[src/rtl/pipeline_hazard_ctrl_pkg.sv]
// Shared definitions for the pipeline hazard / flush / halt controller.
package pipeline_hazard_ctrl_pkg;

   typedef enum logic [1:0] {
      ST_RUN    = 2'd0,
      ST_DRAIN  = 2'd1,
      ST_HALTED = 2'd2
   } state_e;

   localparam logic [4:0]  REG_ZERO             = 5'd0;
   localparam int unsigned DEFAULT_DRAIN_CYCLES = 4;
   localparam int unsigned DEFAULT_CNT_W        = 16;

endpackage

[src/rtl/pipeline_hazard_ctrl_if.sv]
// Stage-status inputs and pipeline-control outputs of the hazard controller.
interface pipeline_hazard_ctrl_if #(
   parameter int unsigned CNT_W = 16
);
   logic             enable;
   logic             halt_req;
   logic [4:0]       id_rs;
   logic [4:0]       id_rt;
   logic             id_uses_rs;
   logic             id_uses_rt;
   logic             ex_reg_write;
   logic             mem_reg_write;
   logic             wb_reg_write;
   logic [4:0]       ex_waddr;
   logic [4:0]       mem_waddr;
   logic [4:0]       wb_waddr;
   logic             mem_branch;
   logic             mem_zero;
   logic             mem_jump;
   logic             pc_en;
   logic             ifid_en;
   logic             idex_en;
   logic             ifid_flush;
   logic             idex_flush;
   logic             exmem_flush;
   logic             halted;
   logic [CNT_W-1:0] stall_cnt;
   logic [CNT_W-1:0] flush_cnt;

   modport master (
      output enable, halt_req, id_rs, id_rt, id_uses_rs, id_uses_rt,
             ex_reg_write, mem_reg_write, wb_reg_write,
             ex_waddr, mem_waddr, wb_waddr, mem_branch, mem_zero, mem_jump,
      input  pc_en, ifid_en, idex_en, ifid_flush, idex_flush, exmem_flush,
             halted, stall_cnt, flush_cnt
   );

   modport slave (
      input  enable, halt_req, id_rs, id_rt, id_uses_rs, id_uses_rt,
             ex_reg_write, mem_reg_write, wb_reg_write,
             ex_waddr, mem_waddr, wb_waddr, mem_branch, mem_zero, mem_jump,
      output pc_en, ifid_en, idex_en, ifid_flush, idex_flush, exmem_flush,
             halted, stall_cnt, flush_cnt
   );
endinterface

[src/rtl/pipeline_hazard_ctrl_sat_counter.sv]
// Saturating up-counter used for the stall and flush performance counters.
module sat_counter #(
   parameter int unsigned W = 16
) (
   input  logic         clk,
   input  logic         srst,
   input  logic         inc,
   output logic [W-1:0] count
);

   logic [W-1:0] count_q;

   always_ff @(posedge clk) begin
      if (srst) begin
         count_q <= '0;
      end else if (inc && (count_q != '1)) begin
         count_q <= count_q + 1'b1;
      end
   end

   assign count = count_q;

endmodule

[src/rtl/pipeline_hazard_ctrl.sv]
// RAW-hazard stall, MEM-stage redirect flush and drain/halt sequencing for
// the 5-stage non-forwarding pipeline, with stall/flush performance counters.
module pipeline_hazard_ctrl
   import pipeline_hazard_ctrl_pkg::*;
#(
   parameter int unsigned CNT_W        = DEFAULT_CNT_W,
   parameter int unsigned DRAIN_CYCLES = DEFAULT_DRAIN_CYCLES,
   parameter bit          WB_BYPASS    = 1'b0
) (
   input logic                   clk,
   input logic                   srst,
   pipeline_hazard_ctrl_if.slave bus
);

   localparam int unsigned DW = (DRAIN_CYCLES < 2) ? 1 : $clog2(DRAIN_CYCLES + 1);

   state_e          state_q, state_d;
   logic [DW-1:0]   drain_q, drain_d;
   logic            hazard, redirect;
   logic            stall_inc, flush_inc;
   logic            pc_en, ifid_en, idex_en;
   logic            ifid_flush, idex_flush, exmem_flush, halted;

   function automatic logic src_match(
      input logic       wr,
      input logic [4:0] waddr,
      input logic       use_rs,
      input logic [4:0] rs,
      input logic       use_rt,
      input logic [4:0] rt
   );
      return wr && (waddr != REG_ZERO) &&
             ((use_rs && (rs == waddr)) || (use_rt && (rt == waddr)));
   endfunction

   always_comb begin
      hazard = src_match(bus.ex_reg_write, bus.ex_waddr, bus.id_uses_rs, bus.id_rs,
                         bus.id_uses_rt, bus.id_rt)
            || src_match(bus.mem_reg_write, bus.mem_waddr, bus.id_uses_rs, bus.id_rs,
                         bus.id_uses_rt, bus.id_rt)
            || (!WB_BYPASS &&
                src_match(bus.wb_reg_write, bus.wb_waddr, bus.id_uses_rs, bus.id_rs,
                          bus.id_uses_rt, bus.id_rt));
      redirect = bus.mem_jump || (bus.mem_branch && bus.mem_zero);
   end

   always_comb begin
      state_d     = state_q;
      drain_d     = drain_q;
      pc_en       = 1'b1;
      ifid_en     = 1'b1;
      idex_en     = 1'b1;
      ifid_flush  = 1'b0;
      idex_flush  = 1'b0;
      exmem_flush = 1'b0;
      stall_inc   = 1'b0;
      flush_inc   = 1'b0;
      halted      = !srst && (state_q == ST_HALTED);

      if (srst) begin
         state_d = ST_RUN;
      end else if (!bus.enable) begin
         pc_en   = 1'b0;
         ifid_en = 1'b0;
         idex_en = 1'b0;
      end else begin
         unique case (state_q)
            ST_RUN: begin
               if (redirect) begin
                  ifid_flush  = 1'b1;
                  idex_flush  = 1'b1;
                  exmem_flush = 1'b1;
                  flush_inc   = 1'b1;
               end else begin
                  if (hazard) begin
                     pc_en      = 1'b0;
                     ifid_en    = 1'b0;
                     idex_flush = 1'b1;
                     stall_inc  = 1'b1;
                  end
                  if (bus.halt_req) begin
                     state_d = ST_DRAIN;
                     drain_d = DW'(DRAIN_CYCLES);
                  end
               end
            end
            ST_DRAIN: begin
               pc_en = 1'b0;
               if (redirect) begin
                  pc_en       = 1'b1;
                  ifid_flush  = 1'b1;
                  idex_flush  = 1'b1;
                  exmem_flush = 1'b1;
                  flush_inc   = 1'b1;
                  drain_d     = DW'(1);
               end else if (hazard) begin
                  // stalled ID instruction is held, so no bubble into IF/ID here
                  ifid_en    = 1'b0;
                  idex_flush = 1'b1;
                  stall_inc  = 1'b1;
               end else begin
                  ifid_flush = 1'b1;
                  if (drain_q <= DW'(1)) begin
                     drain_d = '0;
                     state_d = ST_HALTED;
                  end else begin
                     drain_d = drain_q - 1'b1;
                  end
               end
            end
            ST_HALTED: begin
               pc_en   = 1'b0;
               ifid_en = 1'b0;
               idex_en = 1'b0;
               if (!bus.halt_req) begin
                  state_d = ST_RUN;
               end
            end
            default: begin
               state_d = ST_RUN;
            end
         endcase
      end
   end

   always_ff @(posedge clk) begin
      if (srst) begin
         state_q <= ST_RUN;
         drain_q <= '0;
      end else begin
         state_q <= state_d;
         drain_q <= drain_d;
      end
   end

   sat_counter #(.W(CNT_W)) u_stall_cnt (
      .clk   (clk),
      .srst  (srst),
      .inc   (stall_inc),
      .count (bus.stall_cnt)
   );

   sat_counter #(.W(CNT_W)) u_flush_cnt (
      .clk   (clk),
      .srst  (srst),
      .inc   (flush_inc),
      .count (bus.flush_cnt)
   );

   assign bus.pc_en       = pc_en;
   assign bus.ifid_en     = ifid_en;
   assign bus.idex_en     = idex_en;
   assign bus.ifid_flush  = ifid_flush;
   assign bus.idex_flush  = idex_flush;
   assign bus.exmem_flush = exmem_flush;
   assign bus.halted      = halted;

endmodule

[src/flat_wrapper.sv]
// flat-port wrapper written by rule: the top's interface ports become plain ports
module pipeline_hazard_ctrl_flat import pipeline_hazard_ctrl_pkg::*;
#(
   parameter int unsigned CNT_W        = DEFAULT_CNT_W,
   parameter int unsigned DRAIN_CYCLES = DEFAULT_DRAIN_CYCLES,
   parameter bit          WB_BYPASS    = 1'b0
)
  (clk, srst, bus_enable, bus_halt_req, bus_id_rs, bus_id_rt, bus_id_uses_rs, bus_id_uses_rt, bus_ex_reg_write, bus_mem_reg_write, bus_wb_reg_write, bus_ex_waddr, bus_mem_waddr, bus_wb_waddr, bus_mem_branch, bus_mem_zero, bus_mem_jump, bus_pc_en, bus_ifid_en, bus_idex_en, bus_ifid_flush, bus_idex_flush, bus_exmem_flush, bus_halted, bus_stall_cnt, bus_flush_cnt);
  pipeline_hazard_ctrl_if #(.CNT_W(CNT_W)) bus_i ();
  input logic clk;
  input logic srst;
  input wire logic [$bits(bus_i.enable)-1:0] bus_enable;
  input wire logic [$bits(bus_i.halt_req)-1:0] bus_halt_req;
  input wire logic [$bits(bus_i.id_rs)-1:0] bus_id_rs;
  input wire logic [$bits(bus_i.id_rt)-1:0] bus_id_rt;
  input wire logic [$bits(bus_i.id_uses_rs)-1:0] bus_id_uses_rs;
  input wire logic [$bits(bus_i.id_uses_rt)-1:0] bus_id_uses_rt;
  input wire logic [$bits(bus_i.ex_reg_write)-1:0] bus_ex_reg_write;
  input wire logic [$bits(bus_i.mem_reg_write)-1:0] bus_mem_reg_write;
  input wire logic [$bits(bus_i.wb_reg_write)-1:0] bus_wb_reg_write;
  input wire logic [$bits(bus_i.ex_waddr)-1:0] bus_ex_waddr;
  input wire logic [$bits(bus_i.mem_waddr)-1:0] bus_mem_waddr;
  input wire logic [$bits(bus_i.wb_waddr)-1:0] bus_wb_waddr;
  input wire logic [$bits(bus_i.mem_branch)-1:0] bus_mem_branch;
  input wire logic [$bits(bus_i.mem_zero)-1:0] bus_mem_zero;
  input wire logic [$bits(bus_i.mem_jump)-1:0] bus_mem_jump;
  output wire logic [$bits(bus_i.pc_en)-1:0] bus_pc_en;
  output wire logic [$bits(bus_i.ifid_en)-1:0] bus_ifid_en;
  output wire logic [$bits(bus_i.idex_en)-1:0] bus_idex_en;
  output wire logic [$bits(bus_i.ifid_flush)-1:0] bus_ifid_flush;
  output wire logic [$bits(bus_i.idex_flush)-1:0] bus_idex_flush;
  output wire logic [$bits(bus_i.exmem_flush)-1:0] bus_exmem_flush;
  output wire logic [$bits(bus_i.halted)-1:0] bus_halted;
  output wire logic [$bits(bus_i.stall_cnt)-1:0] bus_stall_cnt;
  output wire logic [$bits(bus_i.flush_cnt)-1:0] bus_flush_cnt;
  assign bus_i.enable = bus_enable;
  assign bus_i.halt_req = bus_halt_req;
  assign bus_i.id_rs = bus_id_rs;
  assign bus_i.id_rt = bus_id_rt;
  assign bus_i.id_uses_rs = bus_id_uses_rs;
  assign bus_i.id_uses_rt = bus_id_uses_rt;
  assign bus_i.ex_reg_write = bus_ex_reg_write;
  assign bus_i.mem_reg_write = bus_mem_reg_write;
  assign bus_i.wb_reg_write = bus_wb_reg_write;
  assign bus_i.ex_waddr = bus_ex_waddr;
  assign bus_i.mem_waddr = bus_mem_waddr;
  assign bus_i.wb_waddr = bus_wb_waddr;
  assign bus_i.mem_branch = bus_mem_branch;
  assign bus_i.mem_zero = bus_mem_zero;
  assign bus_i.mem_jump = bus_mem_jump;
  assign bus_pc_en = bus_i.pc_en;
  assign bus_ifid_en = bus_i.ifid_en;
  assign bus_idex_en = bus_i.idex_en;
  assign bus_ifid_flush = bus_i.ifid_flush;
  assign bus_idex_flush = bus_i.idex_flush;
  assign bus_exmem_flush = bus_i.exmem_flush;
  assign bus_halted = bus_i.halted;
  assign bus_stall_cnt = bus_i.stall_cnt;
  assign bus_flush_cnt = bus_i.flush_cnt;
  pipeline_hazard_ctrl #(.CNT_W(CNT_W), .DRAIN_CYCLES(DRAIN_CYCLES), .WB_BYPASS(WB_BYPASS)) u_core (.clk(clk), .srst(srst), .bus(bus_i));
endmodule
[config.mk]
export PLATFORM = sky130hd
export DESIGN_NAME = pipeline_hazard_ctrl_flat
export DESIGN_NICKNAME = d
export VERILOG_FILES = /design/src/rtl/pipeline_hazard_ctrl_pkg.sv /design/src/rtl/pipeline_hazard_ctrl_if.sv /design/src/rtl/pipeline_hazard_ctrl_sat_counter.sv /design/src/rtl/pipeline_hazard_ctrl.sv /design/src/flat_wrapper.sv
export SDC_FILE = /design/constraint.sdc
export NUM_CORES = 1
export LEC_CHECK = 0
export CAP_MARGIN = 5
export CORE_MARGIN = 4
export CORE_UTILIZATION = 52
export CTS_BUF_LIST = sky130_fd_sc_hd__clkbuf_2
export DETAILED_ROUTE_END_ITERATION = 10
export GPL_TIMING_DRIVEN = 1
export PLACE_DENSITY = 0.85
export SLEW_MARGIN = 10
export SYNTH_ARGS = -nofsm -noshare
export SYNTH_HDL_FRONTEND = slang
export SYNTH_SLANG_ARGS = --single-unit
[constraint.sdc]
create_clock -name clk -period 6.5 [get_ports clk]
set_input_delay 1.95 -clock clk [delete_from_list [all_inputs] [get_ports clk]]
set_output_delay 1.95 -clock clk [all_outputs]
set_load 0.05 [all_outputs]
# After elaboration in Yosys (flattened, before gate mapping)
# Cells that the tools add are included.
[totals]
reg_bits = 37
in_bits = 37
out_inout_bits = 39
wordCells = 96
[op_classes]
n_addsub = 3
order_cmp = 1
eq_ne = 17
muxes = 40
n_reduce_logical = 31
[op_table]
columns = ["operator", "count"]
rows = [
  ["16-bit by 1-bit adder with 16-bit output (second input constant)", 2],
  ["16-bit inequality test (second input constant)", 2],
  ["5-bit == test", 6],
  ["1-bit 2-to-1 mux", 24],
  ["1-bit logical AND", 16],
  ["3-bit 2-to-1 mux", 5],
  ["5-bit nonzero test", 3],
  ["2-bit 2-to-1 mux", 6],
  ["2-bit inequality test (second input constant)", 5],
  ["7-bit AND reduction", 1],
  ["1-bit logical OR", 6],
  ["2-bit case mux with 3 select lines", 1],
  ["3-bit case mux with 2 select lines", 1],
  ["5-bit AND reduction", 1],
  ["1-bit case mux with 2 select lines", 2],
  ["3-bit by 1-bit <= comparator with 1-bit output (second input constant)", 1],
  ["3-bit inequality test (second input constant)", 1],
  ["1-bit case mux with 3 select lines", 1],
  ["3-bit by 1-bit subtractor with 3-bit output (second input constant)", 1],
  ["2-bit by 1-bit == test with 1-bit output (second input constant)", 1],
  ["2-bit == test (second input constant)", 1],
  ["2-bit logical NOT", 1],
  ["2-bit by 1-bit inequality test with 1-bit output (second input constant)", 1],
  ["2-bit nonzero test", 1],
  ["2 further kinds", 2],
]

# Longest topological paths before layout
# Gate-level depths: netlist of run 1.
[logic_depth]
depth_word = 12
mapped_depth = 8
mapped_depth_nobuf = 7

# Hierarchy
# A second synthesis of run 1 with hierarchy kept.
[hier_totals]
cells_unflattened = 312
area_unflattened_um2 = 2595.0
[modules_own_cells]
columns = ["mod", "instances", "cells_each", "area_each_um2", "seq_area_each_um2"]
rows = [
  ["sat_counter", 2, 99, 848.3, 320.3],
  ["pipeline_hazard_ctrl", 1, 114, 898.4, 100.1],
]

# Least setup slack after synthesis of run 1
# OpenSTA, ideal clock, no wires.
[synth_path]
kind = "input port to output port"
from = "input bus_ex_waddr[0]"
to = "output bus_ifid_en"
arrival_time_ps = 4384
required_time_ps = 4550
setup_slack_ps = 166
path_stages = 5
n_path_buf = 0
path_cell_list = "or4_1 -> o21a_1 -> a32oi_4 -> a21oi_1 -> a21boi_0"
[synth_via]
elab_chain_cells = 11
elab_cells_between_ends = 15
cone_classes = "2 x eq/ne; 5 x mux; 8 x reduce/logical"
[synth_rtl]
columns = ["element", "line", "source"]
rows = [
  ["from (decl)", "flat_wrapper.sv:21", "input wire logic [$bits(bus_i.ex_waddr)-1:0] bus_ex_waddr;"],
  ["5-bit == test", "pipeline_hazard_ctrl.sv:33", "((use_rs && (rs == waddr)) || (use_rt && (rt == waddr)));"],
  ["1-bit logical AND", "pipeline_hazard_ctrl.sv:33", ""],
  ["1-bit logical OR", "pipeline_hazard_ctrl.sv:33", ""],
  ["1-bit logical AND (*)", "pipeline_hazard_ctrl.sv:32", "return wr && (waddr != REG_ZERO) &&"],
  ["1-bit logical OR (*)", "pipeline_hazard_ctrl.sv:39", "|| src_match(bus.mem_reg_write, bus.mem_waddr, bus.id_uses_rs, bus.id_rs,"],
  ["1-bit logical OR (*)", "pipeline_hazard_ctrl.sv:41", "|| (!WB_BYPASS &&"],
  ["1-bit 2-to-1 mux (*)", "pipeline_hazard_ctrl.sv:75, pipeline_hazard_ctrl.sv:96", ""],
  ["1-bit 2-to-1 mux (*)", "pipeline_hazard_ctrl.sv:89", "if (redirect) begin"],
  ["1-bit case mux with 2 select lines (*)", "pipeline_hazard_ctrl.sv:67", "unique case (state_q)"],
  ["1-bit 2-to-1 mux (*)", "pipeline_hazard_ctrl.sv:62", "end else if (!bus.enable) begin"],
  ["1-bit 2-to-1 mux (*)", "pipeline_hazard_ctrl.sv:60", "if (srst) begin"],
  ["to (decl)", "flat_wrapper.sv:28", "output wire logic [$bits(bus_i.ifid_en)-1:0] bus_ifid_en;"],
]
# Every way passes the cells marked *; elsewhere a longest branch is shown, timed or not.

# Worst setup path after layout of run 1
[layout_path]
from = "input bus_mem_waddr[1]"
to = "output bus_pc_en"
[layout_via]
elab_chain_cells = 11
elab_cells_between_ends = 15
cone_classes = "2 x eq/ne; 5 x mux; 8 x reduce/logical"
[layout_rtl]
columns = ["element", "line", "source"]
rows = [
  ["from (decl)", "flat_wrapper.sv:22", "input wire logic [$bits(bus_i.mem_waddr)-1:0] bus_mem_waddr;"],
  ["5-bit == test", "pipeline_hazard_ctrl.sv:33", ""],
  ["1-bit logical AND", "pipeline_hazard_ctrl.sv:33", ""],
  ["1-bit logical OR", "pipeline_hazard_ctrl.sv:33", ""],
  ["1-bit logical AND (*)", "pipeline_hazard_ctrl.sv:32", ""],
  ["1-bit logical OR (*)", "pipeline_hazard_ctrl.sv:39", ""],
  ["1-bit logical OR (*)", "pipeline_hazard_ctrl.sv:41", ""],
  ["1-bit 2-to-1 mux (*)", "pipeline_hazard_ctrl.sv:75", "if (hazard) begin"],
  ["1-bit 2-to-1 mux (*)", "n/a", ""],
  ["1-bit case mux with 3 select lines (*)", "pipeline_hazard_ctrl.sv:67", ""],
  ["1-bit 2-to-1 mux (*)", "pipeline_hazard_ctrl.sv:62", ""],
  ["1-bit 2-to-1 mux (*)", "pipeline_hazard_ctrl.sv:60", ""],
  ["to (decl)", "flat_wrapper.sv:27", "output wire logic [$bits(bus_i.pc_en)-1:0] bus_pc_en;"],
]
# Marks and branches as above.

==> impl_metrics.toml, run 1 <==
[place]
numPortBuffers = 75
dp_hpwl_um = 4990
gp_congestion = 0.904

[sta]
hold_slack_ps = 518
period_needed_ps = 6130
clock_skew_ps = 19.1
fin_crit_sh_pct = 94.3
rsz0062_at_grt = "false"
final.setup.tns_ps = 0
maxSlewViolCount = 0
fmax_mhz = 163
relSlewSlack_pct = 39.2
worst_slew_pin_slew_ps = 906
setup_viol = 0
hold_viol = 0

[floorplanning]
die_w_um = 76.6
die_height_um = 76.6
coreArea_um2 = 4440
rows = 24
io_pins = 76
start_util_pct = 55.1
die_area_um2 = 5870

[cells_and_area]
nets = 417
layout_commonest_cell = "clkdlybuf4s50_1"
multi_input_area_um2 = 1620
fill_cells = 342
final_layout_size_suffix_gt1_share_pct = 10.9
final_cell_mix = "clkdlybuf4s50_1 (68), xnor2_1 (40), dfxtp_1 (37)"
area_growth_pct = 37.6
diodes = 0
seq_area_um2 = 741

[worst_setup_path]
crit_path_start_kind = "primary input"
rr_worst_depth = 7
cp.required_ps = 4550
worstSetupPathType = "primary input to output port"
critPathArrivalTime_ps = 4180
crit_fanout = 5
crit_path_end_kind = "output port"

[detailed_routing]
viasPerCell = 5.72
drc = 0
post_drt_wl_per_cell_um = 15.1
routed_wl_um = 6460
drtIter0Drc = 187
first_pass_iters = 5
ant_nets = 0
routed-via-count = 2454

[grt]
grt_max_degree = 28
grt_usage_pct = 22.8
grt_pass1_vias = 2387
antenna_found_initial = 0
overflow = 0
grt_first_pass_wirelength_um = 11300

[clock_tree]
cts_buffers = 5
htreeDepth = 2
cts_buffer_depth = 2
cts_tree = "yes"
clk_pin_slew_ps = 190
clock-sinks = 37
clockRootBuffer = "clkbuf_2"
cts-hold-fix-buffers = 0
worstSkewPairLatency_ps = 360
cts_resized = 0
post_cts_buffers = 0

[synth]
yosysWarnings = 0
synth_edf_count = 0
synth_cells = 297
synth_fp_nets = 338
synth_compound_area_share_pct = 18.6
synthesis.area_um2 = 2450
yosysSeqAreaShare_pct = 30.2
synth_xor_area_share_pct = 16.4
synthArstFlopShare_pct = 0
yosys.area_share.adder_pct = 2.04
synth-seq-cells = 37
synth.avg_cell_area_um2 = 8.25
ys.flop_type = "dfxtp_1"
muxShareOfSynthArea_pct = 2.66
synthSimpleGateAreaFrac_pct = 26.3
ys_types = 51
synth_top_family_by_area = "simple AND/OR/NAND/NOR gates"

[power]
power.density_nw_per_um2 = 143
p_leak_nw = 1.12
ir_worst_vdd_v = 0.0000989

[run_status]
status = "completed"

[min_path]
min_path_cells = 2
hp-class = "register to register"

[run]
maxCapViolCount = 0
==> cells by family after synthesis <==
family,Yosys count
adder cells (fa/ha/maj),4
flip-flops,37
multiplexers,6
XOR/XNOR,46
AO/OA/AOI/OAI,54
buffers and inverters,24
AND/OR/NAND/NOR,126
==> stage by stage <==
stage	utilization (%)	instances	power (mW)	setup slack, ps	area (µm²)
final	75.8	429	0.481	368	3370
after CTS	75.8	429	0.483	381	3370
after global routing	75.8	429	0.504	252	3370
after floorplan	-	297	0.291	166	2450
after global placement	74.3	421	0.339	408	3300
after detailed placement	74.3	421	0.340	394	3300
==> critical path, stage by stage <==
cell and delay (ps):
clkdlybuf4s50_1 620, xnor2_1 160, nand4_1 130, o22ai_1 270
o211ai_4 130, and2_2 220, a211o_1 290, a31o_2 260
buf_12 150
==> report_power, final <==
group | switching, mW | internal (mW) | leakage (nW) | total, mW
Sequential | 0.00217 | 0.229 | 0.298 | 0.231
Combinational | 0.0538 | 0.0516 | 0.774 | 0.105
Clock | 0.0769 | 0.0676 | 0.0432 | 0.145
Total | 0.133 | 0.348 | 1.12 | 0.481
==> per-layer routing <==
layer / part of all wire, % / vias up / track usage (%)
li1: - / 1201 / -
met1: 47 / 1139 / 31.7
met2: 44 / 108 / 34.7
met3: 7.7 / 6 / 7.09
met4: 0.82 / 0 / 4.35
met5: 0 / - / 0
==> worst paths after layout <==
| kind | from | endpoint | slack [ps] |
|---|---|---|---|
| setup / recovery | bus_mem_waddr[1] | bus_pc_en | 370 |
| hold / removal | u_core.drain_q[0] | u_core.drain_q[0] | 520 |
| setup reg to reg | u_core.state_q[1] | u_core.u_stall_cnt.count[10] | 4080 |
| hold reg to reg | u_core.drain_q[0] | u_core.drain_q[0] | 520 |
==> area by class of cell <==
| type | instances | share of cell area, % |
|---|---|---|
| multi-input cells | 236 | 48.0 |
| well taps | 52 | 1.93 |
| clock buffers | 6 | 0.891 |
| repair buffers | 79 | 24.1 |
| flip-flops and latches | 37 | 22.0 |
| clock inverters | 2 | 1.15 |
| inverters | 17 | 1.89 |
==> sequential cells by signal, summed over array words and instances (netlist names) <==
register                  count
u_core.state_q                2
u_core.drain_q                3
u_core.u_flush_cnt.count     16
u_core.u_stall_cnt.count     16
==> synthesized netlist by cell type, drive strengths merged (2+ instances only) <==
cell	n	area, µm²
a2111oi	3	70.1
a211o	2	18.8
a21o	5	37.5
a21oi	19	95.1
a31o	5	43.8
a31oi	2	27.5
and2	5	32.5
and3	2	12.5
and4	3	26.3
clkbuf	6	22.5
dfxtp	37	741
ha	4	50.1
inv	17	63.8
mux2	4	45.0
mux2i	2	20.0
nand2	25	93.8
nand2b	2	12.5
nand3	12	60.1
nand4	17	106
nor2	34	128
nor2b	6	37.5
nor3	5	25.0
nor4	3	18.8
o21ai	7	35.0
o22ai	3	18.8
or3	3	18.8
or4	2	16.3
xnor2	40	350
xor2	6	52.6
(Power assumes the default switching activity.)
==> inputs of run 2 (changes only) <==
CTS_CLUSTER_SIZE = 16   (was not set)
==> results of run 2 <==
Same layout as run 1: the final DEF is identical, and so are final timing and power.
